### src/rtl/token_merge_arb_pkg.sv
// cues_token_pkg: shared definitions for the token merge arbiter.
//   - token field widths and bit offsets (ins at LSB, node at MSB)
//   - TOK_W, the packed token width (127)
//   - state encodings for the input (capture) and output (send) FSMs
package cues_token_pkg;

  localparam int NODE_W   = 16;
  localparam int GEN_W    = 12;
  localparam int OPR_W    = 32;
  localparam int MEMWEN_W = 1;
  localparam int INS_W    = 34;

  localparam int INS_LSB    = 0;
  localparam int MEMWEN_LSB = INS_LSB + INS_W;
  localparam int OPR1_LSB   = MEMWEN_LSB + MEMWEN_W;
  localparam int OPR0_LSB   = OPR1_LSB + OPR_W;
  localparam int GEN_LSB    = OPR0_LSB + OPR_W;
  localparam int NODE_LSB   = GEN_LSB + GEN_W;
  localparam int TOK_W      = NODE_LSB + NODE_W;

  // Declaration order gives node at the MSB and ins at the LSB.
  typedef struct packed {
    logic [NODE_W-1:0] node;
    logic [GEN_W-1:0]  gen;
    logic [OPR_W-1:0]  opr0;
    logic [OPR_W-1:0]  opr1;
    logic              mem_wen;
    logic [INS_W-1:0]  ins;
  } tok_t;

  typedef enum logic {IN_IDLE, IN_ACK} in_st_e;
  typedef enum logic [1:0] {OUT_IDLE, OUT_SEND, OUT_WAIT} out_st_e;

  function automatic logic [TOK_W-1:0] pack_tok(
    input logic [NODE_W-1:0] node, input logic [GEN_W-1:0] gen,
    input logic [OPR_W-1:0] opr0, input logic [OPR_W-1:0] opr1,
    input logic mem_wen, input logic [INS_W-1:0] ins);
    tok_t t;
    t = '{node: node, gen: gen, opr0: opr0, opr1: opr1, mem_wen: mem_wen, ins: ins};
    return t;
  endfunction

endpackage

### src/rtl/token_merge_arb_if.sv
// token_merge_arb_if: handshake bundle around the merge arbiter.
//   upstream  : send0_i/send1_i, tok0_i/tok1_i -> arbiter, ack0_o/ack1_o back
//   downstream: send_o, tok_o -> Dec0, ack_i back
//   stats     : cnt0_o/cnt1_o accepted-token counters
// Signal suffixes are from the arbiter's point of view.
// slave modport = arbiter side, master modport = partner (fetch/Dec0) side.
interface token_merge_arb_if #(
  parameter int TOK_W = cues_token_pkg::TOK_W,
  parameter int CNT_W = 16
);
  logic             send0_i, send1_i;
  logic [TOK_W-1:0] tok0_i, tok1_i;
  logic             ack0_o, ack1_o;
  logic             send_o;
  logic [TOK_W-1:0] tok_o;
  logic             ack_i;
  logic [CNT_W-1:0] cnt0_o, cnt1_o;

  modport slave (
    input  send0_i, send1_i, tok0_i, tok1_i, ack_i,
    output ack0_o, ack1_o, send_o, tok_o, cnt0_o, cnt1_o
  );

  modport master (
    output send0_i, send1_i, tok0_i, tok1_i, ack_i,
    input  ack0_o, ack1_o, send_o, tok_o, cnt0_o, cnt1_o
  );
endinterface

### src/rtl/token_merge_arb_rr_arb2.sv
// rr_arb2: combinational two-requester round-robin select.
//   req_i  : request per input
//   last_i : most recently granted input
//   win_o  : winner index (sole requester, or the input != last_i on a tie)
//   vld_o  : at least one request present
module rr_arb2 (
  input  logic [1:0] req_i,
  input  logic       last_i,
  output logic       win_o,
  output logic       vld_o
);
  assign vld_o = |req_i;
  assign win_o = (&req_i) ? ~last_i : req_i[1];
endmodule

### src/rtl/token_merge_arb.sv
// token_merge_arb: merges two four-phase token streams into one for Dec0.
//   clk    : clock, all state on rising edge
//   rst    : synchronous active-low reset
//   lopen  : stage enable, low blocks new captures only
//   bus    : token_merge_arb_if.slave (upstream x2 + downstream handshakes, counters)
// One-entry buffer (tok_q/full_q). The input FSM captures into it, the output
// FSM drains it; the two only meet through full_q, so a slot freed at an edge
// is refillable from the following edge.
// Optional: define TOKEN_MERGE_STAT_EN to build saturating per-input
// accepted-token counters; otherwise cnt0_o/cnt1_o are tied to 0.
module token_merge_arb #(
  parameter int TOK_W = cues_token_pkg::TOK_W,
  parameter int CNT_W = 16
) (
  input  logic             clk,
  input  logic             rst,
  input  logic             lopen,
  token_merge_arb_if.slave bus
);
  import cues_token_pkg::*;

  in_st_e           in_st_q, in_st_d;
  out_st_e          out_st_q, out_st_d;
  logic             full_q, full_d;
  logic             last_q, last_d;
  logic             gnt_q, gnt_d;   // input currently being acknowledged
  logic [TOK_W-1:0] tok_q, tok_d;
  logic             win, win_vld, cap;

  rr_arb2 u_arb (
    .req_i  ({bus.send1_i, bus.send0_i}),
    .last_i (last_q),
    .win_o  (win),
    .vld_o  (win_vld)
  );

  // Capture uses the registered full flag only.
  assign cap = (in_st_q == IN_IDLE) && !full_q && lopen && win_vld;

  always_comb begin
    in_st_d = in_st_q;
    gnt_d   = gnt_q;
    last_d  = last_q;
    tok_d   = tok_q;
    case (in_st_q)
      IN_IDLE: if (cap) begin
        in_st_d = IN_ACK;
        gnt_d   = win;
        last_d  = win;
        tok_d   = win ? bus.tok1_i : bus.tok0_i;
      end
      IN_ACK: if (!(gnt_q ? bus.send1_i : bus.send0_i)) in_st_d = IN_IDLE;
      default: in_st_d = IN_IDLE;
    endcase
  end

  // cap needs full_q=0 while the clear happens in OUT_SEND (full_q=1),
  // so the set and clear below never collide.
  always_comb begin
    out_st_d = out_st_q;
    full_d   = full_q;
    if (cap) full_d = 1'b1;
    case (out_st_q)
      OUT_IDLE: if (full_q) out_st_d = OUT_SEND;
      OUT_SEND: if (bus.ack_i) begin
        out_st_d = OUT_WAIT;
        full_d   = 1'b0;
      end
      OUT_WAIT: if (!bus.ack_i) out_st_d = OUT_IDLE;
      default:  out_st_d = OUT_IDLE;
    endcase
  end

  always_ff @(posedge clk) begin
    if (!rst) begin
      in_st_q  <= IN_IDLE;
      out_st_q <= OUT_IDLE;
      full_q   <= 1'b0;
      last_q   <= 1'b1;
      gnt_q    <= 1'b0;
      tok_q    <= '0;
    end else begin
      in_st_q  <= in_st_d;
      out_st_q <= out_st_d;
      full_q   <= full_d;
      last_q   <= last_d;
      gnt_q    <= gnt_d;
      tok_q    <= tok_d;
    end
  end

  assign bus.ack0_o = (in_st_q == IN_ACK) && !gnt_q;
  assign bus.ack1_o = (in_st_q == IN_ACK) &&  gnt_q;
  assign bus.send_o = (out_st_q == OUT_SEND);
  assign bus.tok_o  = tok_q;

`ifdef TOKEN_MERGE_STAT_EN
  logic [CNT_W-1:0] cnt0_q, cnt0_d, cnt1_q, cnt1_d;

  // Saturating increment: hold at all-ones instead of wrapping.
  always_comb begin
    cnt0_d = cnt0_q;
    cnt1_d = cnt1_q;
    if (cap && !win && !(&cnt0_q)) cnt0_d = cnt0_q + 1'b1;
    if (cap &&  win && !(&cnt1_q)) cnt1_d = cnt1_q + 1'b1;
  end

  always_ff @(posedge clk) begin
    if (!rst) begin
      cnt0_q <= '0;
      cnt1_q <= '0;
    end else begin
      cnt0_q <= cnt0_d;
      cnt1_q <= cnt1_d;
    end
  end

  assign bus.cnt0_o = cnt0_q;
  assign bus.cnt1_o = cnt1_q;
`else
  assign bus.cnt0_o = {CNT_W{1'b0}};
  assign bus.cnt1_o = {CNT_W{1'b0}};
`endif

endmodule

### src/flat_wrapper.sv
// flat-port wrapper written by rule: the top's interface ports become plain ports
module token_merge_arb_flat import cues_token_pkg::*;
#(
  parameter int TOK_W = cues_token_pkg::TOK_W,
  parameter int CNT_W = 16
)
  (clk, rst, lopen, bus_send0_i, bus_send1_i, bus_tok0_i, bus_tok1_i, bus_ack_i, bus_ack0_o, bus_ack1_o, bus_send_o, bus_tok_o, bus_cnt0_o, bus_cnt1_o);
  token_merge_arb_if #(.TOK_W(TOK_W), .CNT_W(CNT_W)) bus_i ();
  input  logic clk;
  input  logic rst;
  input  logic lopen;
  input wire logic [$bits(bus_i.send0_i)-1:0] bus_send0_i;
  input wire logic [$bits(bus_i.send1_i)-1:0] bus_send1_i;
  input wire logic [$bits(bus_i.tok0_i)-1:0] bus_tok0_i;
  input wire logic [$bits(bus_i.tok1_i)-1:0] bus_tok1_i;
  input wire logic [$bits(bus_i.ack_i)-1:0] bus_ack_i;
  output wire logic [$bits(bus_i.ack0_o)-1:0] bus_ack0_o;
  output wire logic [$bits(bus_i.ack1_o)-1:0] bus_ack1_o;
  output wire logic [$bits(bus_i.send_o)-1:0] bus_send_o;
  output wire logic [$bits(bus_i.tok_o)-1:0] bus_tok_o;
  output wire logic [$bits(bus_i.cnt0_o)-1:0] bus_cnt0_o;
  output wire logic [$bits(bus_i.cnt1_o)-1:0] bus_cnt1_o;
  assign bus_i.send0_i = bus_send0_i;
  assign bus_i.send1_i = bus_send1_i;
  assign bus_i.tok0_i = bus_tok0_i;
  assign bus_i.tok1_i = bus_tok1_i;
  assign bus_i.ack_i = bus_ack_i;
  assign bus_ack0_o = bus_i.ack0_o;
  assign bus_ack1_o = bus_i.ack1_o;
  assign bus_send_o = bus_i.send_o;
  assign bus_tok_o = bus_i.tok_o;
  assign bus_cnt0_o = bus_i.cnt0_o;
  assign bus_cnt1_o = bus_i.cnt1_o;
  token_merge_arb #(.TOK_W(TOK_W), .CNT_W(CNT_W)) u_core (.clk(clk), .rst(rst), .lopen(lopen), .bus(bus_i));
endmodule
### config.mk
export PLATFORM = sky130hd
export DESIGN_NAME = token_merge_arb_flat
export DESIGN_NICKNAME = d
export VERILOG_FILES = /design/src/rtl/token_merge_arb_pkg.sv /design/src/rtl/token_merge_arb_if.sv /design/src/rtl/token_merge_arb_rr_arb2.sv /design/src/rtl/token_merge_arb.sv /design/src/flat_wrapper.sv
export SDC_FILE = /design/constraint.sdc
export NUM_CORES = 1
export LEC_CHECK = 0
export CELL_PAD_IN_SITES_DETAIL_PLACEMENT = 0
export CELL_PAD_IN_SITES_GLOBAL_PLACEMENT = 2
export CORE_MARGIN = 1.5
export CORE_UTILIZATION = 22
export CTS_CLUSTER_SIZE = 25
export DETAILED_ROUTE_END_ITERATION = 6
export GPL_TIMING_DRIVEN = 0
export MAX_ROUTING_LAYER = met4
export PLACE_DENSITY = 0.85
export SYNTH_ARGS = -nofsm -noshare
export SYNTH_HDL_FRONTEND = slang
export SYNTH_SLANG_ARGS = --single-unit
### constraint.sdc
create_clock -name clk -period 2.3 [get_ports clk]
set_input_delay 0.345 -clock clk [delete_from_list [all_inputs] [get_ports clk]]
set_output_delay 0.345 -clock clk [all_outputs]
set_load 0.01 [all_outputs]
==> metrics.md <==
| Metric | Value |
|---|---|
| Worst-path maximum fanout | 10 |
| Final setup violation count | 0 |
| Io pins | 422 |
| Total iterations of the first detailed-routing run | 5 |
| Hold-fix buffers, CTS | 0 |
| Total of max-cap violations | 0 |
| Core box area | 0.0324 mm2 |
| Cells after synthesis | 799 |
| Post-DP HPWL | 24000 um |
| Initial DRC count | 445 |
| Cell mode on critical path | clkbuf_1 |
| Tightest Pin Transition | 0.986 ns |
| Maximum clock rate | 463 MHz |
| RSZ-0062 raised after global routing | no |
| Clock sinks | 133 |
| CTS Root Cell | clkbuf_16 |
| Worst hold path type | reg -> reg |
| Area delta synth->final | 71.2% |
| Max VDD drop | 0.484 mV |
| Switching share of power | 32.1% |
| Fin. Hold Viols | 0 |
| Yosys reg bits | 133 |
| WS Path Type | in -> reg |
| Worst Path Buf+Inv | 4 |
| Ys Warns | 0 |
| Sequential area share after synthesis | 37.0% |
| Routability-driven placement congestion ratio | 0.800 |
| Die Width | 184 um |
| Psw | 2.50 mW |
| Num rows | 66 |
| Vias in the first global route | 7945 |
| WP data arrival | 2.44 ns |
| Die Footprint | 0.0338 mm2 |
| M3 GR Usage | 5.43% |
| Count of input and output buffers | 389 |
| Via-to-Cell Ratio | 4.65 |
| DRC | 0 |
| Remaining Overflow, GRT | 0 |
| Layout cells sized above 1 | 18.4% |
| Mapped Area | 0.00720 mm2 |
| Worst skew pair latency | 0.43 ns |
| Worst slew margin relative to its limit | 34.3% |
| Reg clk slew, reported paths | 0.06 ns |
| Initial Utilization | 22.3% |
| GRT met2 Usage | 31.2% |
| CTS max path bufs | 2 |
| Slew Viols, Final | 0 |
| TritonCTS clock tree | done |
| Clock network power share | 34.7% |
| Initial antenna violation count | 2 |
| Worst path cell trace | clkdlybuf4s50_1, clkinv_1, clkbuf_1, clkbuf_1, a311oi_2 |
| H-tree depth | 4 |
| Top_reg_cell synth | dfxtp_1 |
| Worst EP required | 2.58 ns |
| PostCTS Resize Cnt | 0 |
| Crit path largest cell delay | 0.75 ns |
| Syn_area_per_cell | 9.02 um2 |
| Antenna-violating nets left | 0 |
| Crit-path slowest cell | clkbuf_1 |
| Worst path top cell family by delay | buffers and inverters |
| Sequential share of power | 34.2% |
| Hold slack final | 0.469 ns |
| CTS Buf Count | 17 |
| First-pass GRT wire length | 47200 um |
| Vias | 7881 |
| Overall power | 7.79 mW |
| Worst Skew | 0.0118 ns |
| Chip Height | 184 um |
| Leak pwr | 4.36 nW |
| Most Crowded Layer GR | met2 |
| Wire per inst | 19.0 um |
| Setup bufs post-CTS | 0 |
| GRT Total Usage | 18.9% |
| Netlist cell types | 30 |
| Period utilisation layout | 93.9% |
| Power Density | 632 mW/mm2 |
| Crit end category | flop |
| Gate power share | 31.1% |
| Post-synth EDFFs | 0 |
| Fin nets | 1498 |
| Status | completed |
| Tmin final | 2.16 ns |
| Post-Route WL | 32200 um |
| Async SR Flop Fraction | 0% |
| Largest net degree at the start of global routing | 17 |
| Met1 Usage GRT | 22.4% |
| Setup crit start kind | primary input |
| Int Power | 5.29 mW |
path summary, 6_finish.rpt:
kind / from / endpoint / slack (ns) / cells past startpoint
max: rst / u_core.bus.tok_o[29] / 0.14 / 5
min: u_core.out_st_q[1] / u_core.out_st_q[0] / 0.47 / 1
max reg2reg: u_core.last_q / u_core.bus.tok_o[68] / 0.36 / 5
min reg2reg: u_core.out_st_q[1] / u_core.out_st_q[0] / 0.47 / 1
synthesized netlist by cell type, drive strengths merged (2+ instances only):
| cell type | number | area, um2 |
|---|---|---|
| nand2 | 254 | 953 |
| dfxtp | 133 | 2660 |
| a311oi | 127 | 1860 |
| a31oi | 127 | 795 |
| buf | 77 | 557 |
| clkbuf | 55 | 206 |
| inv | 3 | 11.3 |
| nor2b | 3 | 18.8 |
| a21oi | 2 | 10.0 |
| and3 | 2 | 17.5 |
| nor2 | 2 | 7.51 |
power by group through the flow:
stage	Combinational (mW)	Clock [mW]	Sequential, mW
after floorplan	1.10	0	2.80
after global placement	2.43	0	2.71
after detailed placement	2.43	0	2.72
after CTS	2.44	2.77	2.67
after global routing	2.60	2.85	2.69
final	2.42	2.70	2.67
layer usage:
metal | routed length (um) | share of wire (%)
met1 | 13600 | 42
met2 | 15600 | 48
met3 | 2620 | 8.1
met4 | 408 | 1.3
met5 | 0 | 0
cells by family after synthesis:
family / Yosys count / synth area share (%)
xor gates and xnor gates: 1 / 0.122
buffers and inverters: 136 / 10.8
muxes: 1 / 0.156
other: 1 / 0.0521
and+or+nand+nor: 264 / 14.1
DFF: 133 / 37.0
AOI/OAI and AO/OA: 263 / 37.8
layout by cell type, fill, tap and decap left out, types with 8 or more instances in the layout:
cell type / netlist / routed
a311oi_2: 119 / 119
buf_4: 34 / 34
buf_6: 14 / 14
dfxtp_1: 133 / 133
a31oi_1: 127 / 127
a311oi_1: 8 / 8
nand2_1: 254 / 254
clkbuf_1: 55 / 57
buf_2: 28 / 28
conb_1: 1 / 32
clkbuf_16: 0 / 17
clkdlybuf4s50_1: 0 / 389
area by class of cell:
class	count	area, um2
plain buffers	132	763
fillers	3364	20000
repair buffers	389	3890
inverters	4	15.0
clock inverters	13	126
well taps	442	553
flip-flops and latches	133	2660
clock buffers	19	433
multi-input cells	561	3880
diodes	3	7.51
metrics by stage:
stage	setup slack, ns	utilization, %	cell area (um2)	instances	setup TNS (ns)
3_5_place_dp	-0.324	36.4	11800	1661	-28.01
4_1_cts	0.125	38.1	12300	1693	0
2_1_floorplan	0.891	-	7320	830	0
5_1_grt	0.0759	38.1	12300	1695	0
3_3_place_gp	-0.293	36.4	11800	1661	-25.56
6_report	0.140	38.1	12300	1696	0
registers in the layout, summed over array words and instances, names as in the netlist:
register          flops
u_core.in_st_q        1
u_core.gnt_q          1
u_core.out_st_q       2
u_core.last_q         1
u_core.full_q         1
u_core.bus.tok_o    127
Note: power is estimated with default switching activity, not from simulation.
